## config.mk

```make
export PLATFORM = sky130hd
export DESIGN_NAME = header_dispatcher_flat
export DESIGN_NICKNAME = d
export VERILOG_FILES = /design/src/rtl/header_dispatcher_pkg.sv /design/src/rtl/header_dispatcher_if.sv /design/src/rtl/header_dispatcher_result_collector.sv /design/src/rtl/header_dispatcher.sv /design/src/flat_wrapper.sv
export SDC_FILE = /design/constraint.sdc
export NUM_CORES = 2
export LEC_CHECK = 0
export CAP_MARGIN = 20
export CORE_AREA = 4 4 356 358
export DETAILED_ROUTE_END_ITERATION = 16
export DIE_AREA = 0 0 360 362
export PLACE_DENSITY = 0.53
export SETUP_SLACK_MARGIN = 0.05
export SLEW_MARGIN = 20
export SYNTH_ARGS = -nofsm -noshare
export SYNTH_HDL_FRONTEND = slang
export SYNTH_HIERARCHICAL = 1
export SYNTH_SLANG_ARGS = --single-unit
```

## constraint.sdc

```tcl
create_clock -name sys_clk -period 2.7 [get_ports sys_clk]
set_clock_uncertainty 0.2 [all_clocks]
set_input_delay 0.675 -clock sys_clk [delete_from_list [all_inputs] [get_ports sys_clk]]
set_output_delay 0.675 -clock sys_clk [all_outputs]
set_load 0.01 [all_outputs]
```

## src/rtl/header_dispatcher_pkg.sv

```systemverilog
//==============================================================================
// Module : header_dispatcher_pkg
// Brief  : NoC packet definitions shared by the dispatcher and processing_element.
// Rev    : 1.0  initial release
//==============================================================================
`default_nettype none

package header_dispatcher_pkg;

   localparam int DATA_W    = 64;
   localparam int DEST_BITS = 5;
   localparam int VC_BITS   = 2;
   localparam int FLIT_W    = 2 + DEST_BITS + VC_BITS + DATA_W;

   localparam int DATA_LSB  = 0;
   localparam int VC_LSB    = DATA_LSB + DATA_W;
   localparam int DEST_LSB  = VC_LSB + VC_BITS;
   localparam int TAIL_BIT  = DEST_LSB + DEST_BITS;
   localparam int VALID_BIT = TAIL_BIT + 1;

   localparam int HDR_FLITS = 10;
   localparam int RES_FLITS = 3;

   localparam logic [DATA_W-1:0] FOUND_BITCOIN_MSG = 64'h1;
   localparam logic [2:0]        CREDIT_VC0        = 3'b100;

   typedef logic [FLIT_W-1:0] flit_t;

   typedef enum logic [1:0] {
      TX_IDLE = 2'd0,
      TX_SEND = 2'd1,
      TX_DONE = 2'd2
   } tx_state_t;

   typedef enum logic [1:0] {
      RX_MAGIC = 2'd0,
      RX_NONCE = 2'd1,
      RX_CLK   = 2'd2,
      RX_DROP  = 2'd3
   } rx_state_t;

   function automatic flit_t make_flit(input logic                 tail,
                                       input logic [DEST_BITS-1:0] dest,
                                       input logic [VC_BITS-1:0]   vc,
                                       input logic [DATA_W-1:0]    data);
      return {1'b1, tail, dest, vc, data};
   endfunction

endpackage

`default_nettype wire

```

## src/rtl/header_dispatcher_if.sv

```systemverilog
//==============================================================================
// Module : header_dispatcher_if
// Brief  : Injection/ejection port pair between node 0 and the NoC router.
// Rev    : 1.0  initial release
//==============================================================================
`default_nettype none

interface header_dispatcher_if;
   import header_dispatcher_pkg::*;

   flit_t      put_flit;
   logic       en_put_flit;
   logic [2:0] credit_out;
   flit_t      get_flit;
   logic       send_credit;
   logic [2:0] credit_in;

   modport master (
      output put_flit, en_put_flit, send_credit, credit_in,
      input  credit_out, get_flit
   );

   modport slave (
      input  put_flit, en_put_flit, send_credit, credit_in,
      output credit_out, get_flit
   );
endinterface

`default_nettype wire

```

## src/rtl/header_dispatcher_result_collector.sv

```systemverilog
//==============================================================================
// Module : result_collector
// Brief  : Parses 3-flit result packets, returns a credit per ejected flit and
//          latches the first valid result.
// Config : RESULT_MAGIC_CHECK_EN enables magic-word check and bad_pkts counter.
// Rev    : 1.0  initial release
//==============================================================================
`default_nettype none

module result_collector
   import header_dispatcher_pkg::*;
(
   input  logic        sys_clk,
   input  logic        reset,
   input  flit_t       get_flit,
   output logic        send_credit,
   output logic [2:0]  credit_in,
   output logic        found,
   output logic [31:0] win_nonce,
   output logic [63:0] win_clks
`ifdef RESULT_MAGIC_CHECK_EN
   ,
   output logic [15:0] bad_pkts
`endif
);

   rx_state_t         r_rx_state;
   rx_state_t         w_rx_next;
   logic [31:0]       r_nonce_tmp;
   logic              w_valid;
   logic              w_tail;
   logic [DATA_W-1:0] w_data;
   logic              w_store_nonce;
   logic              w_capture;
   logic              w_unused_fields;
`ifdef RESULT_MAGIC_CHECK_EN
   logic              w_bad_magic;
`endif

   assign w_valid = get_flit[VALID_BIT];
   assign w_tail  = get_flit[TAIL_BIT];
   assign w_data  = get_flit[DATA_LSB +: DATA_W];
   // Routing fields are meaningless once the flit has been ejected here.
   assign w_unused_fields = &{1'b0, get_flit[VC_LSB +: VC_BITS + DEST_BITS]};

   always_ff @(posedge sys_clk) begin
      if (!reset) r_rx_state <= RX_MAGIC;
      else        r_rx_state <= w_rx_next;
   end

   always_comb begin
      w_rx_next     = r_rx_state;
      w_store_nonce = 1'b0;
      w_capture     = 1'b0;
`ifdef RESULT_MAGIC_CHECK_EN
      w_bad_magic   = 1'b0;
`endif
      if (w_valid) begin
         case (r_rx_state)
            RX_MAGIC: begin
               if (w_tail) begin
                  w_rx_next = RX_MAGIC;
               end else begin
`ifdef RESULT_MAGIC_CHECK_EN
                  if (w_data != FOUND_BITCOIN_MSG) begin
                     w_bad_magic = 1'b1;
                     w_rx_next   = RX_DROP;
                  end else begin
                     w_rx_next   = RX_NONCE;
                  end
`else
                  w_rx_next = RX_NONCE;
`endif
               end
            end
            RX_NONCE: begin
               if (w_tail) begin
                  w_rx_next = RX_MAGIC;
               end else begin
                  w_store_nonce = 1'b1;
                  w_rx_next     = RX_CLK;
               end
            end
            RX_CLK: begin
               // An over-long packet is drained to its tail without capture.
               if (w_tail) begin
                  w_capture = !found;
                  w_rx_next = RX_MAGIC;
               end else begin
                  w_rx_next = RX_DROP;
               end
            end
            RX_DROP: begin
               if (w_tail) w_rx_next = RX_MAGIC;
            end
            default: w_rx_next = RX_MAGIC;
         endcase
      end
   end

   always_ff @(posedge sys_clk) begin
      if (!reset) begin
         send_credit <= 1'b0;
         credit_in   <= 3'b000;
         r_nonce_tmp <= '0;
         found       <= 1'b0;
         win_nonce   <= '0;
         win_clks    <= '0;
`ifdef RESULT_MAGIC_CHECK_EN
         bad_pkts    <= '0;
`endif
      end else begin
         send_credit <= w_valid;
         credit_in   <= w_valid ? CREDIT_VC0 : 3'b000;
         if (w_store_nonce) r_nonce_tmp <= w_data[31:0];
         if (w_capture) begin
            found     <= 1'b1;
            win_nonce <= r_nonce_tmp;
            win_clks  <= w_data;
         end
`ifdef RESULT_MAGIC_CHECK_EN
         if (w_bad_magic && (bad_pkts != 16'hFFFF)) bad_pkts <= bad_pkts + 16'd1;
`endif
      end
   end

endmodule

`default_nettype wire

```

## src/rtl/header_dispatcher.sv

```systemverilog
//==============================================================================
// Module : header_dispatcher
// Brief  : Node-0 endpoint: streams the block header round-robin to the PEs and
//          collects the first mining result.
// Config : RESULT_MAGIC_CHECK_EN adds result magic check and bad_pkts output.
// Rev    : 1.0  initial release
//==============================================================================
`default_nettype none

module header_dispatcher #(
   parameter int NUM_PE    = 5,
   parameter int CREDITS   = 4,
   parameter int HDR_FLITS = 10
) (
   input  logic                    sys_clk,
   input  logic                    reset,
   input  logic                    start,
   input  logic [HDR_FLITS*64-1:0] header_in,
   header_dispatcher_if.master     noc,
   output logic                    found,
   output logic [31:0]             win_nonce,
   output logic [63:0]             win_clks,
   output logic [31:0]             pkts_sent,
   output logic                    busy
`ifdef RESULT_MAGIC_CHECK_EN
   ,
   output logic [15:0]             bad_pkts
`endif
);
   import header_dispatcher_pkg::*;

   localparam int c_hdr_w  = HDR_FLITS * DATA_W;
   localparam int c_idx_w  = (HDR_FLITS > 1) ? $clog2(HDR_FLITS) : 1;
   localparam int c_cred_w = $clog2(CREDITS + 1);

   localparam logic [c_idx_w-1:0]   c_last_idx  = c_idx_w'(HDR_FLITS - 1);
   localparam logic [c_cred_w-1:0]  c_cred_max  = c_cred_w'(CREDITS);
   localparam logic [DEST_BITS-1:0] c_last_dest = DEST_BITS'(NUM_PE);
   localparam logic [DEST_BITS-1:0] c_first_dest = DEST_BITS'(1);

   tx_state_t            r_tx_state;
   tx_state_t            w_tx_next;
   logic [c_hdr_w-1:0]   r_hdr;
   logic [c_idx_w-1:0]   r_flit_idx;
   logic [DEST_BITS-1:0] r_dest;
   logic [c_cred_w-1:0]  r_credits;
   logic [31:0]          r_pkts;
   flit_t                r_put_flit;
   logic                 r_en_put;
   logic                 w_inject;
   logic                 w_last;
   logic                 w_credit_ret;
   logic [DATA_W-1:0]    w_hdr_word;

   assign w_last       = (r_flit_idx == c_last_idx);
   assign w_hdr_word   = r_hdr[DATA_W*r_flit_idx +: DATA_W];
   assign w_credit_ret = noc.credit_out[2] && (noc.credit_out[1:0] == 2'b00);

   always_ff @(posedge sys_clk) begin
      if (!reset) r_tx_state <= TX_IDLE;
      else        r_tx_state <= w_tx_next;
   end

   // found is only honoured at a packet boundary so PEs never see a truncated header.
   always_comb begin
      w_tx_next = r_tx_state;
      w_inject  = 1'b0;
      case (r_tx_state)
         TX_IDLE: if (start) w_tx_next = TX_SEND;
         TX_SEND: begin
            if (r_credits != '0) begin
               w_inject = 1'b1;
               if (w_last && found) w_tx_next = TX_DONE;
            end
         end
         TX_DONE: w_tx_next = TX_DONE;
         default: w_tx_next = TX_IDLE;
      endcase
   end

   always_ff @(posedge sys_clk) begin
      if (!reset) begin
         r_hdr      <= '0;
         r_flit_idx <= '0;
         r_dest     <= c_first_dest;
         r_credits  <= c_cred_max;
         r_pkts     <= '0;
         r_put_flit <= '0;
         r_en_put   <= 1'b0;
      end else begin
         if ((r_tx_state == TX_IDLE) && start) r_hdr <= header_in;

         r_en_put   <= w_inject;
         r_put_flit <= w_inject ? make_flit(w_last, r_dest, 2'b00, w_hdr_word) : '0;

         if (w_inject) begin
            if (w_last) begin
               r_flit_idx <= '0;
               r_pkts     <= r_pkts + 32'd1;
               r_dest     <= (r_dest == c_last_dest) ? c_first_dest : r_dest + 1'b1;
            end else begin
               r_flit_idx <= r_flit_idx + 1'b1;
            end
         end

         case ({w_inject, w_credit_ret})
            2'b10:   r_credits <= r_credits - 1'b1;
            2'b01:   if (r_credits != c_cred_max) r_credits <= r_credits + 1'b1;
            default: r_credits <= r_credits;
         endcase
      end
   end

   assign noc.put_flit    = r_put_flit;
   assign noc.en_put_flit = r_en_put;
   assign pkts_sent       = r_pkts;
   assign busy            = (r_tx_state == TX_SEND);

   result_collector u_result_collector (
      .sys_clk     (sys_clk),
      .reset       (reset),
      .get_flit    (noc.get_flit),
      .send_credit (noc.send_credit),
      .credit_in   (noc.credit_in),
      .found       (found),
      .win_nonce   (win_nonce),
      .win_clks    (win_clks)
`ifdef RESULT_MAGIC_CHECK_EN
      ,
      .bad_pkts    (bad_pkts)
`endif
   );

endmodule

`default_nettype wire
```

## src/flat_wrapper.sv

```systemverilog
// flat-port wrapper written by rule: the top's interface ports become plain ports
module header_dispatcher_flat import header_dispatcher_pkg::*;
#(
   parameter int NUM_PE    = 5,
   parameter int CREDITS   = 4,
   parameter int HDR_FLITS = 10
)
  (sys_clk, reset, start, header_in, found, win_nonce, win_clks, pkts_sent, busy, noc_put_flit, noc_en_put_flit, noc_send_credit, noc_credit_in, noc_credit_out, noc_get_flit);
  header_dispatcher_if noc_i ();
  input  logic sys_clk;
  input  logic reset;
  input  logic start;
  input  logic [HDR_FLITS*64-1:0] header_in;
  output logic found;
  output logic [31:0] win_nonce;
  output logic [63:0] win_clks;
  output logic [31:0] pkts_sent;
  output logic busy;
  output wire logic [$bits(noc_i.put_flit)-1:0] noc_put_flit;
  output wire logic [$bits(noc_i.en_put_flit)-1:0] noc_en_put_flit;
  output wire logic [$bits(noc_i.send_credit)-1:0] noc_send_credit;
  output wire logic [$bits(noc_i.credit_in)-1:0] noc_credit_in;
  input wire logic [$bits(noc_i.credit_out)-1:0] noc_credit_out;
  input wire logic [$bits(noc_i.get_flit)-1:0] noc_get_flit;
  assign noc_put_flit = noc_i.put_flit;
  assign noc_en_put_flit = noc_i.en_put_flit;
  assign noc_send_credit = noc_i.send_credit;
  assign noc_credit_in = noc_i.credit_in;
  assign noc_i.credit_out = noc_credit_out;
  assign noc_i.get_flit = noc_get_flit;
  header_dispatcher #(.NUM_PE(NUM_PE), .CREDITS(CREDITS), .HDR_FLITS(HDR_FLITS)) u_core (.sys_clk(sys_clk), .reset(reset), .start(start), .header_in(header_in), .noc(noc_i), .found(found), .win_nonce(win_nonce), .win_clks(win_clks), .pkts_sent(pkts_sent), .busy(busy));
endmodule
```

==> results.ini <==
[synthesis]
ys.flop_type=dfxtp_1
postSynthCellCount=4083
yosys_warnings=6
ys_async_sr_fraction_pct=0
synth_edf_count=0
synth_area_per_cell_sq_um=8.67
ys_seq_area_share_pct=50.3
synth-seq-cells=889
ys_types=54
syn_area_sq_um=35400

[worst_setup_path]
r2r-start=u_core/r_flit_idx[3]
r2r_slack_ps=330
path_buf_inv=1
path_delay_family=buffers and inverters
crit_required_ps=1820
path_cells=clkdlybuf4s50_1
cp.arrival_ps=1690
reg2reg_depth=5
path_class=flop to primary output
cp_max_fo=1
cp-end-kind=primary output
critPathMaxStageDelay_ps=710
crit_path_start_kind=flop
worstReg2RegEnd=u_core/pkts_sent[28]
cpMaxStageDelayCell=clkdlybuf4s50_1

[clock_network]
htreeDepth=3
insertion_delay_ps=680
numCtsBuffers=101
cts_buffer_depth=3
cts.sinks=889
clk_pin_slew_ps=60
cts_tree=done
cts_root_buf=clkbuf_16
ctsHoldBuffers=0

[detailed_routing]
num_vias=31465
dr.pass1.iters=5
drtAntennaViolNets=0
first_iter_violations=2228
via_per_inst=4.74
routed_wl_um=143000
drc=0
wl_per_cell_um=21.6

[placement]
dp_worst_setup_slack_ps=-334
place_hpwl_um=106000
dp_cells=6425
port_buffers=915
place.gp.congestion=0.891

[timing]
period_minus_slack_ps=2560
grt_setup_unrepaired=no
timing.fmax_mhz=390
finalSetupViolCount=0
hold_viol=0
tightest_slew_ps=763
setup_ws_ps=135
drv_slew=0
slew_headroom_pct=49.1
layout_worst_path_cycle_share_pct=95.0
tns_ps=0

[status]
run_status=finished, final reports clean

[pwr]
p_leak_nw=17.9
p_per_area_nw_per_um2=843
ir_drop_mv=0.465

[die]
dieArea_sq_um=130000
fp-row-count=129
die_height_um=362
die-width_um=360
io_pins=927
core_sq_um=123000
start_util_pct=28.7

[cells_and_area]
final_common_cell=nand2_1
final_util_pct=40.9
area_delta_synth_final_pct=42.6
fin_cells=6637
nets=5618
drive_gt1_share_pct=8.73
layout_common_cells=nand2_1, clkdlybuf4s50_1, dfxtp_1
fillers=12324

[global_routing]
antenna_found_initial=61
gr-total-overflow=0
grt_max_degree=158
grt_pass1_wl_um=206000
grt_pass1_vias=30785
grt_use_total_pct=20.9

[job]
maxCapViolCount=0

[worst_hold_path]
hold_depth=2
hold_start=reset
hold_path.class=input port to flop
min_to=u_core/r_dest[0]

flip-flops by register name (all words and copies together), names as in the netlist:
signal and flops:
u_core/u_result_collector/credit_in 1, u_core/r_tx_state 2, u_core/noc.put_flit 71, u_core/pkts_sent 32, u_core/r_credits 3, u_core/u_result_collector/found 1
u_core/r_dest 5, u_core/r_flit_idx 4, u_core/u_result_collector/r_nonce_tmp 32, u_core/u_result_collector/win_clks 64, u_core/u_result_collector/r_rx_state 2, u_core/u_result_collector/win_nonce 32
u_core/r_hdr 640
metrics by stage:
step | total power [W] | area, sq um | hold slack (ps)
floorplan | 0.0233 | 35400 | 233
global placement | 0.0284 | 46900 | 239
detailed placement | 0.0286 | 46900 | 243
CTS | 0.0431 | 50400 | 36.8
global route | 0.0449 | 50500 | 48.9
finish | 0.0426 | 50500 | 100
report_power, final:
part	internal, W	switching, W
Sequential	0.0152	0.00113
Combinational	0.00538	0.00659
Clock	0.00855	0.00578
what timing repair did:
action | in CTS | in global routing
resized for setup | 13 | 6
setup endpoints to repair | 11 | 6
gates cloned | 0 | 0
setup buffers | 1 | 0
logic make-up (layout without fill, tap and decap cells):
family	after synthesis	after routing	share of synthesized area (%)
other cells	2	34	0.0212
fa+ha+maj	7	7	0.269
simple gates	1686	1686	18.6
xor+xnor	33	33	0.816
buf+inv	342	1227	3.99
mux	357	357	14.6
flops	889	889	50.3
compound gates	767	767	11.4
metal layers:
layer | wire length, um | vias up | global-route usage, %
li1 | - | 15307 | -
met1 | 61200 | 14917 | 26.4
met3 | 10100 | 220 | 5.90
met2 | 67500 | 981 | 34.3
met5 | 293 | - | 0
met4 | 4050 | 40 | 6.90
cells in the mapped netlist, types with 14 or more instances:
| cell type | instances | area (sq um) |
|---|---|---|
| buf_2 | 29 | 145 |
| mux2i_1 | 229 | 2290 |
| nand3_1 | 16 | 80.1 |
| nand2_1 | 1565 | 5870 |
| o22ai_1 | 65 | 407 |
| a21boi_0 | 27 | 203 |
| clkbuf_1 | 256 | 961 |
| buf_1 | 31 | 116 |
| nor2_1 | 41 | 154 |
| mux4_2 | 128 | 2880 |
| xor2_1 | 21 | 184 |
| dfxtp_1 | 889 | 17800 |
| buf_4 | 14 | 105 |
| a21oi_1 | 646 | 3230 |
layout make-up:
| type | count | area [sq um] | area share (%) |
|---|---|---|---|
| timing repair buffer | 1038 | 10800 | 21.4 |
| tap | 1637 | 2050 | 4.06 |
| clock inverter | 39 | 566 | 1.12 |
| antenna | 30 | 75.1 | 0.149 |
| clock buffer | 142 | 2930 | 5.81 |
| inverter | 8 | 37.5 | 0.0743 |
| sequential | 889 | 17800 | 35.3 |
| multi-input combinational | 2854 | 16200 | 32.2 |
how the worst max path moves through the flow:
stage | end | start | slack (ps) | cells after the start
after floorplan | u_core/r_credits[2] | noc_credit_out[1] | 250 | 7
after global placement | u_core/r_credits[2] | noc_credit_out[2] | -380 | 9
after detailed placement | u_core/r_credits[2] | noc_credit_out[1] | -330 | 9
after CTS | pkts_sent[3] | u_core/pkts_sent[3] | 50 | 1
after global routing | pkts_sent[16] | u_core/pkts_sent[16] | 50 | 1
final | noc_put_flit[30] | u_core/noc.put_flit[30] | 140 | 1
Note: power is estimated with default switching activity, not from simulation.
